**src/rtl/sa_job_scheduler_pkg.sv**
```systemverilog
// Shared types and constants for the systolic-array job scheduler.
package sa_job_scheduler_pkg;

  localparam int NUM_REQ = 2;

  // Encodings fixed so the state value is stable across builds and in waveforms.
  typedef enum logic [2:0] {
    ST_IDLE     = 3'd0,
    ST_START    = 3'd1,
    ST_WAIT_CAL = 3'd2,
    ST_DRAIN    = 3'd3,
    ST_DONE     = 3'd4
  } state_t;

endpackage

```
**src/rtl/sa_job_scheduler_rr_arbiter2.sv**
```systemverilog
// Two-way round-robin arbiter: rr_ptr only breaks ties when both requesters are active.
module rr_arbiter2
  import sa_job_scheduler_pkg::*;
(
  input  logic [NUM_REQ-1:0] req,
  input  logic               rr_ptr,
  output logic [NUM_REQ-1:0] gnt
);

  always_comb begin
    gnt = req;
    if (req == 2'b11) begin
      gnt = rr_ptr ? 2'b10 : 2'b01;
    end
  end

endmodule

```
**src/rtl/sa_job_scheduler.sv**
```systemverilog
// Shares the systolic array between the EKF predict/update requesters and sequences each job tile by tile.
module sa_job_scheduler
  import sa_job_scheduler_pkg::*;
#(
  parameter int TW      = 8,
  parameter int DRAIN   = 3,
  parameter int TIMEOUT = 64
) (
  input  logic                clk,
  input  logic                sys_rst,
  input  logic [NUM_REQ-1:0]  req,
  input  logic [TW-1:0]       req_tiles_0,
  input  logic [TW-1:0]       req_tiles_1,
  output logic [NUM_REQ-1:0]  grant,
  output logic                busy,
  output logic [NUM_REQ-1:0]  done,
  output logic                job_err,
  output logic                sa_start,
  input  logic                sa_cal_done,
  output logic                out_drain_en,
  output logic [TW-1:0]       tile_idx
);

  localparam logic [9:0] WD_LIMIT   = 10'(TIMEOUT - 1);
  localparam logic [7:0] DRAIN_LAST = 8'(DRAIN - 1);

  state_t              state_reg, state_next;
  logic                rr_ptr_reg, rr_ptr_next;
  logic                owner_reg, owner_next;
  logic [TW-1:0]       count_reg, count_next;
  logic [TW-1:0]       tile_idx_reg, tile_idx_next;
  logic [9:0]          wd_reg, wd_next;
  logic [7:0]          drain_cnt_reg, drain_cnt_next;
  logic                err_reg, err_next;
  logic [NUM_REQ-1:0]  grant_reg, grant_next;
  logic                busy_reg, busy_next;
  logic [NUM_REQ-1:0]  done_reg, done_next;
  logic                job_err_reg, job_err_next;
  logic                sa_start_reg, sa_start_next;
  logic                drain_en_reg, drain_en_next;
  logic [NUM_REQ-1:0]  gnt;

  rr_arbiter2 u_arb (
    .req    (req),
    .rr_ptr (rr_ptr_reg),
    .gnt    (gnt)
  );

  always_comb begin
    state_next     = state_reg;
    rr_ptr_next    = rr_ptr_reg;
    owner_next     = owner_reg;
    count_next     = count_reg;
    tile_idx_next  = tile_idx_reg;
    wd_next        = wd_reg;
    drain_cnt_next = drain_cnt_reg;
    err_next       = err_reg;
    grant_next     = grant_reg;
    busy_next      = busy_reg;
    case (state_reg)
      ST_IDLE: begin
        if (|req) begin
          grant_next    = gnt;
          busy_next     = 1'b1;
          owner_next    = gnt[1];
          count_next    = gnt[1] ? req_tiles_1 : req_tiles_0;
          tile_idx_next = '0;
          err_next      = 1'b0;
          state_next    = (count_next != '0) ? ST_START : ST_DONE;
        end
      end
      ST_START: begin
        wd_next    = '0;
        state_next = ST_WAIT_CAL;
      end
      ST_WAIT_CAL: begin
        // A completion arriving in the expiry cycle takes priority over the abort.
        if (sa_cal_done) begin
          drain_cnt_next = '0;
          state_next     = ST_DRAIN;
        end else begin
          wd_next = wd_reg + 10'd1;
          if (wd_next >= WD_LIMIT) begin
            err_next   = 1'b1;
            state_next = ST_DONE;
          end
        end
      end
      ST_DRAIN: begin
        drain_cnt_next = drain_cnt_reg + 8'd1;
        if (drain_cnt_reg == DRAIN_LAST) begin
          if (tile_idx_reg == count_reg - TW'(1)) begin
            state_next = ST_DONE;
          end else begin
            tile_idx_next = tile_idx_reg + TW'(1);
            state_next    = ST_START;
          end
        end
      end
      ST_DONE: begin
        grant_next  = '0;
        busy_next   = 1'b0;
        rr_ptr_next = ~owner_reg;
        state_next  = ST_IDLE;
      end
      default: state_next = ST_IDLE;
    endcase

    // Strobes are decoded from the next state so they register in step with it.
    sa_start_next = (state_next == ST_START);
    drain_en_next = (state_next == ST_DRAIN);
    done_next     = '0;
    if (state_next == ST_DONE) begin
      done_next[owner_next] = 1'b1;
    end
    job_err_next = (state_next == ST_DONE) && err_next;
  end

  always_ff @(posedge clk) begin
    if (sys_rst) begin
      state_reg     <= ST_IDLE;
      rr_ptr_reg    <= 1'b0;
      owner_reg     <= 1'b0;
      count_reg     <= '0;
      tile_idx_reg  <= '0;
      wd_reg        <= '0;
      drain_cnt_reg <= '0;
      err_reg       <= 1'b0;
      grant_reg     <= '0;
      busy_reg      <= 1'b0;
      done_reg      <= '0;
      job_err_reg   <= 1'b0;
      sa_start_reg  <= 1'b0;
      drain_en_reg  <= 1'b0;
    end else begin
      state_reg     <= state_next;
      rr_ptr_reg    <= rr_ptr_next;
      owner_reg     <= owner_next;
      count_reg     <= count_next;
      tile_idx_reg  <= tile_idx_next;
      wd_reg        <= wd_next;
      drain_cnt_reg <= drain_cnt_next;
      err_reg       <= err_next;
      grant_reg     <= grant_next;
      busy_reg      <= busy_next;
      done_reg      <= done_next;
      job_err_reg   <= job_err_next;
      sa_start_reg  <= sa_start_next;
      drain_en_reg  <= drain_en_next;
    end
  end

  assign grant        = grant_reg;
  assign busy         = busy_reg;
  assign done         = done_reg;
  assign job_err      = job_err_reg;
  assign sa_start     = sa_start_reg;
  assign out_drain_en = drain_en_reg;
  assign tile_idx     = tile_idx_reg;

endmodule

```
**config.mk**
```make
export PLATFORM = sky130hd
export DESIGN_NAME = sa_job_scheduler
export DESIGN_NICKNAME = d
export VERILOG_FILES = /design/src/rtl/sa_job_scheduler_pkg.sv /design/src/rtl/sa_job_scheduler_rr_arbiter2.sv /design/src/rtl/sa_job_scheduler.sv
export SDC_FILE = /design/constraint.sdc
export NUM_CORES = 1
export LEC_CHECK = 0
export ABC_AREA = 1
export CORE_UTILIZATION = 45
export CTS_CLUSTER_SIZE = 20
export DETAILED_ROUTE_END_ITERATION = 12
export PLACE_DENSITY = 0.73
export SYNTH_ARGS = -nofsm -noshare
export SYNTH_HDL_FRONTEND = slang
export SYNTH_HIERARCHICAL = 1
export SYNTH_SLANG_ARGS = --single-unit
```
**constraint.sdc**
```tcl
create_clock -name clk -period 2.5 [get_ports clk]
set_input_delay 0.5 -clock clk [delete_from_list [all_inputs] [get_ports clk]]
set_output_delay 0.5 -clock clk [all_outputs]
set_load 0.02 [all_outputs]
```
==> results.toml <==
[outcome]
status = "complete, no violations"

[floorplan]
start_util_pct = 46.6
die-area_sq_mm = 0.00644
ios = 37
coreArea_sq_mm = 0.00592
rows = 28
die_y_um = 80.3
dieWidth_um = 80.3

[min_path]
holdPathStages = 1
hold_start = "owner_reg"
hp-class = "flip-flop to flip-flop"
hold_end = "rr_ptr_reg"

[critical_path]
r2r_slack_ns = 0.46
cp.required_ns = 2.69
cp.arrival_ns = 2.37
path_max_fanout = 5
start_kind = "input port"
slowest_delay_ns = 0.52
crit_path_cell_trace = "clkdlybuf4s50_1, nand3_1, nand2_1, buf_4, mux2i_1, nand2_1, nor3_1, nand3_1, nand2_1, nand3_1, nand2_1, nor2_1"
crit-reg2reg-capture = "done[0]"
crit_top_cell = "nand2_1"
critPathLaunch = "req[0]"
worstRegToRegCells = 12
reg2reg_from = "wd_reg[0]"
end_kind = "flip-flop"
slowest_stage = "clkdlybuf4s50_1"
critical_path_class = "input port to flip-flop"

[route]
drt_wl_total_um = 6640
ant_nets = 0
drc = 0
routed_via_density = 5.14
drt-met1-wl_um = 3100
wl_met2_um = 3180
routed_wire_length_per_instance_um = 12.6
routed.top_layer = "met4"
drtPass1Iterations = 4
dr.first_iter.drc_count = 216
wl_met3_um = 241
num_vias = 2703

[power]
p_int_mw = 1.35
p_seq_share_pct = 41.8
p_sw_mw = 0.800
p_per_area_mw_per_mm2 = 646
p_total_mw = 2.15
power_frac_clock_pct = 23.9
max-vdd-ir-drop_mv = 0.353
total_leakage_power_nw = 1.33
p_sw_share_pct = 37.3
p_comb_share_pct = 34.3

[place]
post-place-ws_ns = 0.0179
gp_congestion = 0.846
dp_hpwl_um = 5040
port_buffers = 36
placed_cells = 519

[layout]
final_cell_count_no_fill = 526
antenna_cells = 0
nNetsFinal = 478
fin_util_pct = 56.1
largest_reg_flops = 10
drive_gt1_share_pct = 7.10
syn2layout_area_growth_pct = 20.5

[synthesis]
ys_seq_elements = 48
async_flop_share_pct = 0
yosysWarnings = 6
synth-edff-count = 0
synth.area.top_cells = "dfxtp_1 (35%), nand2_1 (14%), inv_1 (6.8%)"
syn_nets = 437
ys.flop_type = "dfxtp_1"
synth.yosys.seq_area_share_pct = 34.9
syn_area_sq_mm = 0.00276
synthCells = 410
synth_area_leader_cell = "dfxtp_1"
synth_cell_types = 38
synth_top_area_share_pct = 34.9
avgSynthCellArea_sq_um = 6.72

[job]
cap_violations = 0

[timing]
period_needed_ns = 2.18
post-route-period-util_pct = 87.2
tns_ns = 0
setup_viol = 0
slew_headroom_pct = 71.1
slew_violations = 0
rsz0062_at_grt = "false"
final.setup_skew_ns = 0.0123
tightestPinTransition_ns = 0.430
hold_viol_final = 0
worst_slack_ns = 0.319
fmax_mhz = 459

[global_route]
antenna_found_initial = 0
grt_overflow = 0
grt_first_pass_wirelength_um = 11200
grt_use_total_pct = 22.5
grt_max_degree = 23
grt_pass1_vias = 2469

[clock_tree]
clk_pin_slew_worst_paths_ns = 0.09
h-tree-depth = 2
cts_buffers = 5
cts_tree = "done"
insertion_delay_ns = 0.30
clock_sinks = 48
clockBufferDepth = 2
post_cts_resized = 0
hold_buffers = 0
post-cts-setup-buffers = 0
clockRootBuffer = "clkbuf_8"
[cell type report]
class,instances,area (sq um)
Inverter,51,191
Fill cell,590,2600
Clock buffer,7,96.3
Sequential cell,48,961
Timing Repair Buffer,43,413
Multi-Input combinational cell,302,1570
Tap cell,75,93.8
[through the flow]
stage / area [sq um] / hold slack (ns)
after detailed placement: 3220 / 0.428
after CTS: 3320 / 0.437
final: 3320 / 0.444
after floorplan: 2760 / 0.405
after global placement: 3220 / 0.426
after global routing: 3320 / 0.474
[how the worst max path moves through the flow]
stage | endpoint | slack, ns | cells after the start
floorplan | out_drain_en | 0.62 | 11
global placement | out_drain_en | 0.07 | 11
detailed placement | out_drain_en | 0.02 | 12
CTS | out_drain_en | 0.34 | 12
global route | out_drain_en | 0.20 | 11
finish | out_drain_en | 0.32 | 12
[Yosys cell counts, types with 2 or more instances]
| library cell | instances |
|---|---|
| nand3_1 | 33 |
| or2_2 | 2 |
| xnor2_1 | 4 |
| nor2_1 | 40 |
| mux2_2 | 5 |
| nand2_4 | 2 |
| nand4_1 | 7 |
| a21oi_1 | 36 |
| inv_1 | 50 |
| dfxtp_1 | 48 |
| nand2_1 | 106 |
| mux2i_1 | 3 |
| a31oi_1 | 2 |
| o21ai_0 | 16 |
| nor3_1 | 9 |
| clkbuf_1 | 5 |
| buf_2 | 4 |
| nand3b_1 | 2 |
| ha_1 | 6 |
| xor2_1 | 11 |
| nor2_2 | 2 |
[placed cells by master, fill, tap and decap left out, drive strengths merged, types with 2 or more instances in the layout]
| cell type | netlist | final |
|---|---|---|
| a21oi | 37 | 37 |
| a31oi | 2 | 2 |
| buf | 4 | 7 |
| clkbuf | 5 | 7 |
| clkdlybuf4s50 | 0 | 36 |
| dfxtp | 48 | 48 |
| ha | 6 | 6 |
| inv | 50 | 50 |
| mux2 | 5 | 5 |
| mux2i | 3 | 3 |
| nand2 | 109 | 109 |
| nand3 | 34 | 34 |
| nand3b | 2 | 2 |
| nand4 | 7 | 7 |
| nor2 | 43 | 43 |
| nor3 | 11 | 11 |
| o21ai | 17 | 17 |
| or2 | 4 | 4 |
| xnor2 | 4 | 4 |
| xor2 | 11 | 11 |
[worst max-delay path: cells and delay by family]
family        cells  cell delay, ns
mux               1            0.22
buf+inv           2            0.68
simple gates      9            0.98
[power by group through the flow]
stage	clock, mW	combinational [mW]	sequential (mW)
5_1_grt	0.555	0.830	0.908
4_1_cts	0.523	0.733	0.897
6_report	0.513	0.736	0.898
2_1_floorplan	0	0.507	0.921
3_5_place_dp	0	0.728	0.915
3_3_place_gp	0	0.715	0.911
[per-layer routing]
layer	vias to the layer above	GRT usage, %
met2	53	38.9
li1	1408	-
met4	0	7.32
met1	1232	27.9
met5	-	0
met3	10	4.20
[cell families (layout without fill, tap and decap cells)]
kind of cell,count (synthesis),count (layout),share of synthesized area (%)
AO/OA/AOI/OAI,62,62,12.2
AND/OR/NAND/NOR,211,211,34.0
multiplexers,8,8,3.13
adder cells (fa/ha/maj),6,6,2.72
XOR/XNOR,15,15,4.77
buffers and inverters,60,101,8.35
flip-flops,48,48,34.9
Note: power is estimated with default switching activity, not from simulation.
